### config.mk
export PLATFORM = sky130hd
export DESIGN_NAME = io_uart_tx_flat
export DESIGN_NICKNAME = d
export VERILOG_FILES = /design/src/rtl/io_uart_tx_if.sv /design/src/rtl/io_uart_tx.sv /design/src/flat_wrapper.sv
export SDC_FILE = /design/constraint.sdc
export NUM_CORES = 1
export LEC_CHECK = 0
export BUFFER_PORTS_ARGS = -buffer_cell sky130_fd_sc_hd__buf_2
export CORE_ASPECT_RATIO = 1.2
export CORE_MARGIN = 1.5
export CORE_UTILIZATION = 54
export CTS_CLUSTER_DIAMETER = 100
export DETAILED_ROUTE_END_ITERATION = 8
export PLACE_DENSITY = 0.84
export SKIP_LAST_GASP = 1
export SLEW_MARGIN = 20
export SYNTH_ARGS = -nofsm -noshare
export SYNTH_HDL_FRONTEND = slang
export SYNTH_SLANG_ARGS = --single-unit
### constraint.sdc
create_clock -name clock -period 4.1 [get_ports clock]
set_input_delay 0.205 -clock clock [delete_from_list [all_inputs] [get_ports clock]]
set_output_delay 0.205 -clock clock [all_outputs]
set_load 0.05 [all_outputs]
### src/rtl/io_uart_tx_if.sv
// IO-space bus between the control unit and the UART transmitter register block.
// master = CPU side, slave = peripheral side.
interface io_uart_tx_if;
  logic        IORead;
  logic        IOWrite;
  logic [9:0]  ioaddr;
  logic [15:0] iowdata;
  logic [15:0] iordata;

  modport master (
    output IORead,
    output IOWrite,
    output ioaddr,
    output iowdata,
    input  iordata
  );

  modport slave (
    input  IORead,
    input  IOWrite,
    input  ioaddr,
    input  iowdata,
    output iordata
  );
endinterface

### src/rtl/io_uart_tx.sv
// Memory-mapped 8N1 UART transmitter: TXDATA/STATUS/DIVISOR registers on the CPU IO bus,
// a small byte FIFO and a registered serial output.
module io_uart_tx #(
  parameter logic [9:0]  BASE_ADDR  = 10'h3F0,
  parameter int unsigned FIFO_DEPTH = 4,
  parameter logic [15:0] DIV_RESET  = 16'd434
) (
  input  logic        clock,
  input  logic        reset_n,
  io_uart_tx_if.slave bus,
  output logic        uart_tx
);

  localparam int unsigned PtrW     = (FIFO_DEPTH > 1) ? $clog2(FIFO_DEPTH) : 1;
  localparam logic [4:0]  DepthCnt = 5'(FIFO_DEPTH);

  localparam logic [1:0] StIdle  = 2'd0;
  localparam logic [1:0] StStart = 2'd1;
  localparam logic [1:0] StData  = 2'd2;
  localparam logic [1:0] StStop  = 2'd3;

  logic [7:0]      mem_q [FIFO_DEPTH];
  logic [PtrW-1:0] wptr_q, wptr_d, rptr_q, rptr_d;
  logic [4:0]      count_q, count_d;
  logic            ovf_q, ovf_d;
  logic [15:0]     div_q, div_d;
  logic [1:0]      state_q, state_d;
  logic [15:0]     baud_q, baud_d;
  logic [2:0]      bit_q, bit_d;
  logic [7:0]      shift_q, shift_d;
  logic [15:0]     div_lat_q, div_lat_d;
  logic            tx_q, tx_d;

  logic hit_tx, hit_st, hit_div;
  logic full, empty, busy, push, pop, ovf_set, baud_end;
  logic [15:0] status;

  assign hit_tx  = (bus.ioaddr == BASE_ADDR);
  assign hit_st  = (bus.ioaddr == BASE_ADDR + 10'd2);
  assign hit_div = (bus.ioaddr == BASE_ADDR + 10'd4);

  assign full    = (count_q == DepthCnt);
  assign empty   = (count_q == 5'd0);
  assign busy    = (state_q != StIdle);
  // Fullness is judged on the pre-edge count, so a push never relies on a same-edge pop.
  assign push    = bus.IOWrite && hit_tx && !full;
  assign ovf_set = bus.IOWrite && hit_tx && full;

  assign baud_end = (baud_q == div_lat_q - 16'd1);
  assign status   = {7'd0, count_q, ovf_q, busy, empty, full};

  always_comb begin
    bus.iordata = 16'h0000;
    if (bus.IORead) begin
      if (hit_st) begin
        bus.iordata = status;
      end else if (hit_div) begin
        bus.iordata = div_q;
      end
    end
  end

  always_comb begin
    div_d = div_q;
    if (bus.IOWrite && hit_div) begin
      div_d = (bus.iowdata == 16'd0) ? 16'd1 : bus.iowdata;
    end
    ovf_d = ovf_q;
    if (ovf_set) begin
      ovf_d = 1'b1;
    end else if (bus.IORead && hit_st) begin
      ovf_d = 1'b0;
    end
  end

  always_comb begin
    state_d   = state_q;
    baud_d    = baud_q + 16'd1;
    bit_d     = bit_q;
    shift_d   = shift_q;
    div_lat_d = div_lat_q;
    tx_d      = tx_q;
    pop       = 1'b0;
    case (state_q)
      StIdle: begin
        tx_d   = 1'b1;
        baud_d = 16'd0;
        if (!empty) begin
          pop       = 1'b1;
          shift_d   = mem_q[rptr_q];
          div_lat_d = div_q;
          bit_d     = 3'd0;
          tx_d      = 1'b0;
          state_d   = StStart;
        end
      end
      StStart: begin
        if (baud_end) begin
          baud_d  = 16'd0;
          tx_d    = shift_q[0];
          shift_d = {1'b0, shift_q[7:1]};
          bit_d   = 3'd0;
          state_d = StData;
        end
      end
      StData: begin
        if (baud_end) begin
          baud_d = 16'd0;
          if (bit_q == 3'd7) begin
            tx_d    = 1'b1;
            state_d = StStop;
          end else begin
            tx_d    = shift_q[0];
            shift_d = {1'b0, shift_q[7:1]};
            bit_d   = bit_q + 3'd1;
          end
        end
      end
      StStop: begin
        if (baud_end) begin
          baud_d = 16'd0;
          // Chain straight into the next start bit so queued frames run back to back.
          if (!empty) begin
            pop       = 1'b1;
            shift_d   = mem_q[rptr_q];
            div_lat_d = div_q;
            bit_d     = 3'd0;
            tx_d      = 1'b0;
            state_d   = StStart;
          end else begin
            tx_d    = 1'b1;
            state_d = StIdle;
          end
        end
      end
      default: begin
        tx_d    = 1'b1;
        state_d = StIdle;
      end
    endcase
  end

  always_comb begin
    wptr_d  = push ? wptr_q + PtrW'(1) : wptr_q;
    rptr_d  = pop ? rptr_q + PtrW'(1) : rptr_q;
    count_d = count_q;
    if (push && !pop) begin
      count_d = count_q + 5'd1;
    end else if (pop && !push) begin
      count_d = count_q - 5'd1;
    end
  end

  always_ff @(posedge clock) begin
    if (push) begin
      mem_q[wptr_q] <= bus.iowdata[7:0];
    end
  end

  always_ff @(posedge clock or negedge reset_n) begin
    if (!reset_n) begin
      wptr_q    <= '0;
      rptr_q    <= '0;
      count_q   <= 5'd0;
      ovf_q     <= 1'b0;
      div_q     <= DIV_RESET;
      state_q   <= StIdle;
      baud_q    <= 16'd0;
      bit_q     <= 3'd0;
      shift_q   <= 8'd0;
      div_lat_q <= DIV_RESET;
      tx_q      <= 1'b1;
    end else begin
      wptr_q    <= wptr_d;
      rptr_q    <= rptr_d;
      count_q   <= count_d;
      ovf_q     <= ovf_d;
      div_q     <= div_d;
      state_q   <= state_d;
      baud_q    <= baud_d;
      bit_q     <= bit_d;
      shift_q   <= shift_d;
      div_lat_q <= div_lat_d;
      tx_q      <= tx_d;
    end
  end

  assign uart_tx = tx_q;

endmodule

### src/flat_wrapper.sv
// flat-port wrapper written by rule: the top's interface ports become plain ports
module io_uart_tx_flat 
#(
  parameter logic [9:0]  BASE_ADDR  = 10'h3F0,
  parameter int unsigned FIFO_DEPTH = 4,
  parameter logic [15:0] DIV_RESET  = 16'd434
)
  (clock, reset_n, uart_tx, bus_IORead, bus_IOWrite, bus_ioaddr, bus_iowdata, bus_iordata);
  io_uart_tx_if bus_i ();
  input  logic clock;
  input  logic reset_n;
  output logic uart_tx;
  input wire logic [$bits(bus_i.IORead)-1:0] bus_IORead;
  input wire logic [$bits(bus_i.IOWrite)-1:0] bus_IOWrite;
  input wire logic [$bits(bus_i.ioaddr)-1:0] bus_ioaddr;
  input wire logic [$bits(bus_i.iowdata)-1:0] bus_iowdata;
  output wire logic [$bits(bus_i.iordata)-1:0] bus_iordata;
  assign bus_i.IORead = bus_IORead;
  assign bus_i.IOWrite = bus_IOWrite;
  assign bus_i.ioaddr = bus_ioaddr;
  assign bus_i.iowdata = bus_iowdata;
  assign bus_iordata = bus_i.iordata;
  io_uart_tx #(.BASE_ADDR(BASE_ADDR), .FIFO_DEPTH(FIFO_DEPTH), .DIV_RESET(DIV_RESET)) u_core (.clock(clock), .reset_n(reset_n), .bus(bus_i), .uart_tx(uart_tx));
endmodule
==> results_dict.tcl, run 1 <==
set metrics [dict create \
    worst_slew_pin_slew_ns 0.889 \
    dr.pass1.iters 4 \
    synth.area.top_cells "dfrtp_1 (28%), edfxtp_1 (18%), mux2_2 (6.3%)" \
    synth_top_cell_area_share_pct 28.4 \
    min_path_cells 2 \
    r2r_cells 17 \
    vias_per_cell 5.92 \
    r2r-start "u_core.div_lat_q[1]$_DFFE_PN1P_" \
    placed_cells 609 \
    critPathArrivalTime_ns 4.16 \
    final_cell_mix "dfrtp_1 (61), nand2_1 (49), buf_2 (46)" \
    cp-end-kind "flop" \
    min_delay_worst_endpoint "u_core.div_q[8]$_DFFE_PN1P_" \
    hpwl_um 7880 \
    min_from "bus_iowdata[8]" \
    start_kind "flop" \
    ys_seq_elements 104 \
    drive_gt1_share_pct 29.0 \
    routedWlPerCell_um 18.1 \
    grt_max_degree 39 \
    layout_commonest_cell "dfrtp_1" \
    diodes 0 \
    synth.distinct_cells 60 \
    clock_skew_ns 0.00778 \
    fillers 652 \
    timing.final.crit_share_pct 95.9 \
    reg2reg_to "u_core.count_q[4]$_DFFE_PN0P_" \
    ys_seq_area_share_pct 51.7 \
    ant_nets 0 \
    synth_area_um2 5370 \
    start_util_pct 55.8 \
    clockBufferDepth 2 \
    seqPwrFrac_pct 52.9 \
    clockRootBuffer "clkbuf_16" \
    slew_violations 0 \
    ys_warn_count 0 \
    post_cts_buffers 0 \
    worst_slack_ns 0.169 \
    drc_errors 0 \
    vias 3705 \
    rows 39 \
    p_per_area_nw_per_um2 334 \
    min_period_ns 3.93 \
    reg2reg_slack_ns 0.17 \
    instances_no_fill 626 \
    die_w_um 94 \
    yosysTopAreaCell "dfrtp_1" \
    critical_path_class "reg2reg" \
    grt_overflow 0 \
    switching_share_pct 22.2 \
    drt_iter0_drc 301 \
    power_uw 2040 \
    synth-edff-count 32 \
    peakVddDrop_uv 402 \
    h-tree-depth 3 \
    hp-class "in2reg" \
    syn_to_final_growth_pct 13.8 \
    clock-sinks 104 \
    cap_violations 0 \
    async_reset_ff_share_pct 69.2 \
    switching_power_uw 452 \
    drt-total-wl_um 11300 \
    p_clk_share_pct 44.7 \
    io_pins 47 \
    post-place-ws_ns -0.0703 \
    grt_first_pass_wirelength_um 19000 \
    cp_max_fo 6 \
    fmax_mhz 254 \
    grt_pass1_vias 3871 \
    coreArea_um2 9610 \
    dieArea_um2 10500 \
    grt_usage_pct 23.6 \
    clk_latency_ns 0.35 \
    io_buffers 46 \
    hold_violations 0 \
    outcome "finished clean" \
    synth_cells 449 \
    clk_pin_slew_ns 0.07 \
    numCtsBuffers 9 \
    fp.dieH_um 112 \
    syn_nets 497 \
    gp_congestion 0.850 \
    slew_headroom_pct 40.6 \
    p_leak_uw 0.00273 \
    p_int_uw 1590 \
    ys.flop_type "dfrtp_1" \
    antenna_found_initial 0 \
    cts_tree "built" \
    setup_violations 0 \
    nets 546 \
    avgSynthCellArea_um2 12.0 \
    critPathRequiredTime_ns 4.33 \
    p_comb_share_pct 2.4 \
]
-- worst max-delay path by stage --
stage,start,end,slack [ns],depth (start not counted)
final,u_core.div_lat_q[1]$_DFFE_PN1P_,u_core.count_q[4]$_DFFE_PN0P_,0.17,17
after detailed placement,u_core.div_lat_q[1]$_DFFE_PN1P_,u_core.count_q[4]$_DFFE_PN0P_,-0.07,17
after global placement,u_core.div_lat_q[0]$_DFFE_PN0P_,u_core.count_q[4]$_DFFE_PN0P_,0.13,17
after global routing,u_core.div_lat_q[1]$_DFFE_PN1P_,u_core.count_q[4]$_DFFE_PN0P_,-0.007,17
after CTS,u_core.div_lat_q[1]$_DFFE_PN1P_,u_core.count_q[4]$_DFFE_PN0P_,0.002,16
after floorplan,u_core.div_lat_q[0]$_DFFE_PN0P_,u_core.count_q[4]$_DFFE_PN0P_,0.12,16
-- timing repair --
action                                  in CTS  in global routing
hold buffers                                 1                  0
hold endpoints to repair                    27                  0
pin swaps                                    0                  1
resized for setup                            3                  7
endpoints found under the setup margin       1                  2
cloned                                       0                  0
-- cells by family after synthesis --
family | after synthesis | share of synthesized area [%]
AND/OR/NAND/NOR | 155 | 15.3
flip-flops | 104 | 51.7
multiplexers | 54 | 13.6
AO/OA/AOI/OAI | 44 | 5.57
XOR/XNOR | 42 | 6.85
buffers and inverters | 32 | 2.63
adder cells (fa/ha/maj) | 18 | 4.34
-- metrics by stage --
stage	TNS, ns	area (um^2)	util (%)	hold WS (ns)
after floorplan	0	5370	-	-0.0906
after global placement	0	5720	59.5	0.326
after detailed placement	-0.0703	5720	59.5	0.332
after CTS	0	6070	63.1	0.101
after global routing	-0.00715	6110	63.5	0.102
final	0	6110	63.5	0.106
-- critical path: stages (launching register included) --
cell and delay (ns):
dfstp_2 0.41, inv_1 0.10, ha_4 0.17, nor4b_2 0.39, nand2_1 0.16, o31ai_1 0.29, o221ai_1 0.19, nor4_4 0.28
a21oi_2 0.11, or3_4 0.36, ha_2 0.23, inv_1 0.11, ha_1 0.28, a21o_1 0.19, a21oi_1 0.17, xnor2_1 0.14
nor2_1 0.08, xor2_1 0.14
-- area by class of cell --
class	instances	area, um^2	share of cell area [%]
repair buffers	54	293	4.79
inverters	16	60.1	0.983
clock inverters	7	95.1	1.56
well taps	123	154	2.52
multi-input cells	313	2500	41.0
clock buffers	9	225	3.69
flip-flops and latches	104	2780	45.5
-- cell usage after synthesis, types with 3 or more instances --
library cell / n
ha_1: 17
inv_1: 16
nor4_1: 8
mux2_4: 10
mux2_2: 30
a211oi_1: 3
dfrtp_1: 61
nor2_1: 28
mux4_2: 8
or3_1: 4
a22o_1: 4
xnor2_1: 20
and3_1: 5
clkbuf_1: 11
o21ai_0: 14
a21oi_1: 8
dfstp_2: 11
mux2i_1: 6
nor3_1: 9
nand4b_1: 3
nand3_1: 13
and2_1: 12
xor2_1: 22
edfxtp_1: 32
nand2_1: 49
nor2b_1: 5
-- metal layers --
layer | up-vias | global-route usage [%] | wire (um)
met5 | - | 0 | 0
met4 | 0 | 10.5 | 378
met3 | 32 | 4.81 | 493
met2 | 132 | 39.1 | 5900
met1 | 1849 | 29.6 | 4570
li1 | 1692 | - | -
-- power groups by stage --
stage	Clock, uW	Combinational [uW]	Sequential [uW]
3_3_place_gp	0	47.3	1100
5_1_grt	967	57.0	1080
2_1_floorplan	0	10.1	1100
3_5_place_dp	0	49.5	1100
4_1_cts	921	51.0	1080
6_report	910	49.7	1080
-- registers in the layout, summed over array words and instances (netlist names), 3 cells and up --
register          cells
u_core.mem_q         32
u_core.baud_q        16
u_core.div_lat_q     16
u_core.div_q         16
u_core.shift_q        8
u_core.count_q        5
u_core.bit_q          3
No activity file was read; power rests on OpenSTA's default activity.
==> inputs of run 2 (changes only) <==
CORE_UTILIZATION = 64   (was 54)
PLACE_DENSITY = 0.93   (was 0.84)
clock period = 4.9 ns   (was 4.1 ns; I/O delays follow)
==> results_dict.tcl, run 2 (synthesis gave the netlist of run 1 again) <==
set metrics [dict create \
    whs_ns 0.0407 \
    place_area_um2 5650 \
    grt_max_degree 73 \
    hpwl_um 8150 \
    vias_per_cell 6.19 \
    postCtsHoldBufs 0 \
    critPathArrivalTime_ns 4.80 \
    timing.final.crit_share_pct 92.1 \
    final_cell_mix "dfrtp_1 (61), nand2_1 (49), buf_2 (46)" \
    multi_input_area_um2 2450 \
    clockRootBuffer "clkbuf_8" \
    dieArea_um2 8950 \
    ctsResizeCount 0 \
    gp_congestion 0.881 \
    critPathLaunch "u_core.div_lat_q[0]$_DFFE_PN0P_" \
    start_util_pct 66.2 \
    outcome "finished clean" \
    vias 3666 \
    syn_to_final_growth_pct 8.91 \
    numCtsBuffers 9 \
    reg2reg_to "u_core.count_q[4]$_DFFE_PN0P_" \
    r2r_cells 17 \
    drt-total-wl_um 11600 \
    critPathRequiredTime_ns 5.19 \
    grt_setup_unrepaired "false" \
    hold_violations 0 \
    die_w_um 86.6 \
    grt_overflow 0 \
    r2r-start "u_core.div_lat_q[0]$_DFFE_PN0P_" \
    slew_violations 0 \
    setup_violations 0 \
    fillers 495 \
    dr.pass1.iters 5 \
    top_register "u_core.mem_q" \
    placed_cells 576 \
    grt_pass1_vias 3674 \
    nets 540 \
    p_leak_uw 0.00261 \
    clockBufferDepth 2 \
    cts_tree "built" \
    rows 36 \
    io_buffers 46 \
    drive_gt1_share_pct 27.0 \
    hp-class "in2async" \
    instances_no_fill 592 \
    reg2reg_slack_ns 0.39 \
    final_cell_area_um2 5840 \
    fmax_mhz 222 \
    cp_max_fo 6 \
    coreArea_um2 8110 \
    post-route-util_pct 72.1 \
    cp-end-kind "flop" \
    clk_pin_slew_ns 0.10 \
    post_cts_buffers 0 \
    start_kind "flop" \
    worst_slew_pin_slew_ns 1.06 \
    routedWlPerCell_um 19.5 \
    ff_latch_area_um2 2780 \
    h-tree-depth 3 \
    ant_nets 0 \
    clock-sinks 104 \
    clk_latency_ns 0.40 \
    drc_errors 0 \
    layout_commonest_cell "dfrtp_1" \
    fp.dieH_um 103 \
    crit_end "u_core.count_q[4]$_DFFE_PN0P_" \
    min_period_ns 4.51 \
    antenna_found_initial 0 \
    largest_register_ffs 32 \
    critical_path_class "reg2reg" \
    cap_violations 0 \
    drt_iter0_drc 286 \
    io_pins 47 \
    grt_first_pass_wirelength_um 18500 \
    grt_usage_pct 27.9 \
    peakVddDrop_uv 271 \
    p_per_area_nw_per_um2 251 \
    slew_headroom_pct 29.2 \
    diodes 0 \
    clock_skew_ns 0.00907 \
    finalSetupTns_ns 0 \
]
run 2: changes by cell type in the layout (fill, tap and decap cells not counted), sizes merged:
cell / delta
buf: -5
bufinv: -1
clkinvlp: +3
dlygate4sd3: -1
inv: -2
run 2: worst min path at each step:
stage / endpoint / slack, ns / cells past startpoint
global route: u_core.div_q[13]$_DFFE_PN0P_ / 0.10 / 2
finish: u_core.div_q[15]$_DFFE_PN0P_ / 0.04 / 2
CTS: u_core.count_q[4]$_DFFE_PN0P_ / 0.09 / 2
floorplan: u_core.baud_q[0]$_DFF_PN0_ / -0.05 / 0
global placement: u_core.uart_tx$_DFFE_PN1P_ / 0.48 / 2
detailed placement: u_core.uart_tx$_DFFE_PN1P_ / 0.48 / 2
run 2: per-layer routing:
metal	track usage, %	vias to the layer above	wire [um]
met3	5.00	28	675
met4	11.0	0	270
met5	0	-	0
li1	-	1683	-
met2	49.4	174	6070
met1	34.0	1781	4540
run 2: worst max-delay path, stage by stage (launching register included):
cell	delay [ns]
dfrtp_1	0.45
inv_1	0.08
ha_1	0.25
nor4b_2	0.43
nand2_1	0.17
o31ai_1	0.35
o221ai_1	0.23
nor4_4	0.44
a21oi_1	0.20
or3_1	0.41
ha_1	0.29
inv_1	0.13
ha_1	0.28
a21o_1	0.19
a21oi_1	0.16
xnor2_1	0.13
nor2_1	0.06
xor2_1	0.14
run 2: metrics by stage:
step | total power [uW] | setup slack (ns)
after floorplan | 927 | 0.920
after global placement | 958 | 0.676
after detailed placement | 961 | 0.364
after CTS | 1460 | 0.180
after global routing | 1500 | 0.104
final | 1470 | 0.386
run 2: cell type report:
class	instances	share of cell area, %
Multi-Input combinational cell	313	42.0
Timing Repair Buffer	48	4.20
Sequential cell	104	47.5
Clock inverter	7	1.11
Clock buffer	9	2.12
Tap cell	95	2.03
Inverter	16	1.03
run 2: report_power, final:
part | switching, uW | total, uW | internal, uW | leakage, uW
Combinational | 27.0 | 41.3 | 14.3 | 0.00134
Sequential | 3.38 | 902 | 899 | 0.00119
Clock | 329 | 524 | 194 | 0.0000871
